`src/rtl/transfer_scheduler.sv`:
```
// transfer_scheduler: FIFO-buffered words drained onto a 1- or 2-lane serial output on request.
module transfer_scheduler #(
    parameter int DATA_WIDTH = 8,
    parameter int FIFO_DEPTH = 4
) (
    input  logic                          Clk,
    input  logic                          Reset,
    input  logic                          Active,
    input  logic                          Mode,
    input  logic                          SampleData,
    input  logic [DATA_WIDTH-1:0]         DataIn,
    input  logic                          TransferData,
    output logic [1:0]                    DataOut,
    output logic                          DataOutValid,
    output logic                          TransferDone,
    output logic                          Busy,
    output logic                          Empty,
    output logic                          Full,
    output logic [$clog2(FIFO_DEPTH):0]   Count,
    output logic                          Overflow
);
    localparam int PW = $clog2(FIFO_DEPTH);
    localparam int CW = PW + 1;
    localparam int BW = $clog2(DATA_WIDTH) + 1;

    typedef enum logic [1:0] {IDLE, LOAD, SHIFT, DONE} state_t;

    state_t                state;
    logic [DATA_WIDTH-1:0] mem [FIFO_DEPTH];
    logic [PW-1:0]         rdPtr, wrPtr;
    logic [DATA_WIDTH-1:0] shiftReg;
    logic [BW-1:0]         bitCnt;
    logic                  modeQ;
    logic                  push, pop;

    // Full is judged on the current count, so a push racing a pop while full is still dropped
    assign push = SampleData && !Full;
    assign pop  = state == LOAD && Active;

    always_ff @(posedge Clk)
        if (push && !Reset) mem[wrPtr] <= DataIn;

    always_ff @(posedge Clk) begin
        if (Reset) begin
            rdPtr    <= '0;
            wrPtr    <= '0;
            Count    <= '0;
            Overflow <= 1'b0;
        end else begin
            if (push) wrPtr <= wrPtr + 1'b1;
            if (pop) rdPtr <= rdPtr + 1'b1;
            Count <= Count + CW'(push) - CW'(pop);
            if (SampleData && Full) Overflow <= 1'b1;
        end
    end

    always_ff @(posedge Clk) begin
        if (Reset) begin
            state    <= IDLE;
            modeQ    <= 1'b0;
            shiftReg <= '0;
            bitCnt   <= '0;
        end else if (!Active && (state == LOAD || state == SHIFT)) begin
            state    <= IDLE;
            shiftReg <= '0;
            bitCnt   <= '0;
        end else begin
            case (state)
                IDLE:
                    if (TransferData && Active) begin
                        modeQ <= Mode;
                        state <= Empty ? DONE : LOAD;
                    end
                LOAD: begin
                    shiftReg <= mem[rdPtr];
                    bitCnt   <= modeQ ? BW'(DATA_WIDTH / 2) : BW'(DATA_WIDTH);
                    state    <= SHIFT;
                end
                SHIFT: begin
                    shiftReg <= modeQ ? shiftReg << 2 : shiftReg << 1;
                    bitCnt   <= bitCnt - 1'b1;
                    if (bitCnt == BW'(1)) state <= Empty ? DONE : LOAD;
                end
                default: state <= IDLE;
            endcase
        end
    end

    assign Busy         = state != IDLE;
    assign Empty        = Count == '0;
    assign Full         = Count == CW'(FIFO_DEPTH);
    assign DataOutValid = state == SHIFT;
    assign TransferDone = state == DONE;
    assign DataOut      = state != SHIFT ? 2'b00 :
                          modeQ ? shiftReg[DATA_WIDTH-1 -: 2] : {1'b0, shiftReg[DATA_WIDTH-1]};
endmodule

```
`config.mk`:
```
export PLATFORM = sky130hd
export DESIGN_NAME = transfer_scheduler
export DESIGN_NICKNAME = d
export VERILOG_FILES = /design/src/rtl/transfer_scheduler.sv
export SDC_FILE = /design/constraint.sdc
export NUM_CORES = 1
export LEC_CHECK = 0
export CAP_MARGIN = 20
export CORE_UTILIZATION = 47
export CTS_CLUSTER_SIZE = 30
export DETAILED_ROUTE_END_ITERATION = 8
export MAX_ROUTING_LAYER = met4
export PLACE_DENSITY = 0.68
export SYNTH_ARGS = -nofsm -noshare
export SYNTH_HDL_FRONTEND = slang
export SYNTH_SLANG_ARGS = --single-unit
```
`constraint.sdc`:
```
create_clock -name Clk -period 3.8 [get_ports Clk]
set_clock_uncertainty 0.05 [all_clocks]
set_input_delay 1.14 -clock Clk [delete_from_list [all_inputs] [get_ports Clk]]
set_output_delay 1.14 -clock Clk [all_outputs]
set_load 0.01 [all_outputs]
```
==> flow_metrics.tcl <==
set metrics [dict create \
    internal_power_uw 1330 \
    synthCells 210 \
    synth-seq-cells 57 \
    gp_congestion 0.752 \
    dr_wl_met3_um 132 \
    arrival_ns 2.11 \
    syn_avg_cell_area_um2 12.2 \
    tns_ns 0 \
    gr-total-overflow 0 \
    antenna_found_initial 0 \
    synth_area_um2 2550 \
    cts_sinks 57 \
    grt_pass1_wl_mm 6.96 \
    postLayoutSetupSlackWorst_ns 0.498 \
    hold_viol_final 0 \
    synth_edf_count 32 \
    hold_class "reg -> reg" \
    multi_input_area_um2 1000 \
    wl_per_cell_um 13.9 \
    start_kind "register" \
    row_count 26 \
    area_delta_synth_final_pct 19.2 \
    clock_latency_ns 0.33 \
    p_clk_frac 0.268 \
    grt_pass1_vias 1495 \
    critical_path_class "reg -> out" \
    final_area_um2 3040 \
    io_buffers 24 \
    num_vias 1629 \
    seq_area_frac_synth 0.572 \
    fillers 416 \
    power_density_nw_per_um2 647 \
    comb_power_share 0.316 \
    fmax_mhz 303 \
    routed.top_layer "met4" \
    p_leak_uw 0.00105 \
    max_cap_viol_count 0 \
    ir_drop_uv 375 \
    worst_ep_required_time_ns 2.61 \
    synth_nets 236 \
    wl_met1_mm 2.22 \
    power_uw 1970 \
    synth_ff_type "edfxtp_1" \
    synthMuxAreaShare 0.106 \
    clk_path_buf_depth 2 \
    ioPinCount 25 \
    vias_per_cell 5.17 \
    rsz0062_at_grt "no" \
    relSlewSlack 0.394 \
    setup_viol 0 \
    synth_top_family_by_area "simple AND/OR/NAND/NOR gates" \
    ant_nets 0 \
    htree_levels 3 \
    diodes 0 \
    finalCriticalPeriod_ns 3.30 \
    grt_max_degree 18 \
    grtUsageTotal 0.182 \
    p_switching_uw 637 \
    wl_met2_mm 1.99 \
    core_area_um2 5170 \
    postPlaceCellArea_um2 2860 \
    cp_max_fo 17 \
    drtIter0Drc 42 \
    clk_pin_slew_ns 0.07 \
    yosys-top-cells-count "edfxtp_1 (32), mux2i_1 (26), dfxtp_1 (25)" \
    cts_buffers 9 \
    firstDrtPassIters 4 \
    synthAdderAreaFrac 0.0617 \
    hold_slack_ns 0.417 \
    status "finished, final reports clean" \
    yosys-top-cells-area "edfxtp_1 (38%), dfxtp_1 (20%), mux2i_1 (10%), ha_1 (5.4%), a21oi_1 (2.5%)" \
    die_w_um 75.7 \
    post_cts_buffers 0 \
    post_cts_resized 0 \
    yosysMostFrequentCell "edfxtp_1" \
    cp-end-kind "output pin" \
    start_util 0.494 \
    dp_slack_ns 0.466 \
    yosys_warnings 0 \
    seq_power_share 0.416 \
    drv_slew 0 \
    cts_hold_buf 0 \
    worst_pin_slew_ns 0.908 \
    cts-root-buf "clkbuf_8" \
    drc 0 \
    drt_wl_total_mm 4.37 \
    synthArstFlopShare 0 \
    synth_top_area_frac 0.376 \
    synth_compound_area_frac 0.100 \
    yosysTopAreaCell "edfxtp_1" \
    netlist-cell-type-count 38 \
    cts_tree "done" \
    die_h_um 75.7 \
    synthSimpleGateAreaFrac 0.114 \
    die_area_um2 5730 \
    finalNetCount 266 \
    layout-drive-gt1-share 0.0776 \
    seq_area_um2 1460 \
    synth-xor-area-share 0.0103 \
    fin_crit_sh 0.869 \
    hpwl_mm 2.98 \
    switching_share 0.324 \
]
## stage by stage
step	utilization	std cells
2_1_floorplan	-	210
3_5_place_dp	0.552	299
3_3_place_gp	0.552	299
6_report	0.588	315
5_1_grt	0.588	315
4_1_cts	0.588	315
## critical path, stage by stage (launching register included)
cell	delay, ns
dfxtp_1	0.37
inv_1	0.10
ha_1	0.50
inv_1	0.14
nor2_1	0.13
clkdlybuf4s50_1	0.54
## layout make-up
class	instances	share of cell area
Clock inverter	7	0.0201
Inverter	14	0.0173
Tap cell	70	0.0288
Sequential cell	57	0.480
Multi-Input combinational cell	132	0.329
Timing Repair Buffer	26	0.0839
Clock buffer	9	0.0407
## routing by layer
metal / GRT usage / vias to the layer above
li1: - / 830
met1: 0.231 / 768
met2: 0.255 / 29
met3: 0.0754 / 2
met4: 0.0802 / 0
met5: - / -
## cells in the final DEF, fill, tap and decap left out, types with 6 or more instances in the layout
| cell type | synthesis | layout |
|---|---|---|
| and2_1 | 7 | 7 |
| inv_1 | 12 | 12 |
| nand3_1 | 7 | 7 |
| o22a_1 | 6 | 6 |
| ha_1 | 11 | 11 |
| nor2_1 | 11 | 11 |
| clkbuf_8 | 0 | 9 |
| a21oi_1 | 13 | 13 |
| edfxtp_1 | 32 | 32 |
| mux2i_1 | 26 | 26 |
| dfxtp_1 | 25 | 25 |
| clkdlybuf4s50_1 | 0 | 24 |
## power by group through the flow
stage | clock (uW) | sequential, uW | combinational, uW
5_1_grt | 572 | 832 | 688
3_3_place_gp | 0 | 830 | 617
4_1_cts | 541 | 819 | 624
3_5_place_dp | 0 | 832 | 618
6_report | 527 | 818 | 623
2_1_floorplan | 0 | 817 | 431
## worst paths after layout
check                           startpoint    endpoint  slack, ns  depth (start not counted)
worst min register to register    Overflow    Overflow       0.42                          2
worst max register to register    Count[2]    Count[2]       1.40                          9
worst max-delay path              state[0]  DataOut[0]       0.50                          5
worst min-delay path              Overflow    Overflow       0.42                          2
## flip-flops by register name, summed over array words and instances (netlist names), named ones only
name	cells
modeQ	1
wrPtr	2
Count	3
bitCnt	4
state	2
Overflow	1
shiftReg	8
rdPtr	2
mem	32
## logic make-up after synthesis
group | count (synthesis)
adder cells (fa/ha/maj) | 12
AND/OR/NAND/NOR | 52
buffers and inverters | 21
flip-flops | 57
AO/OA/AOI/OAI | 38
multiplexers | 27
XOR/XNOR | 3
(Power assumes the default switching activity.)
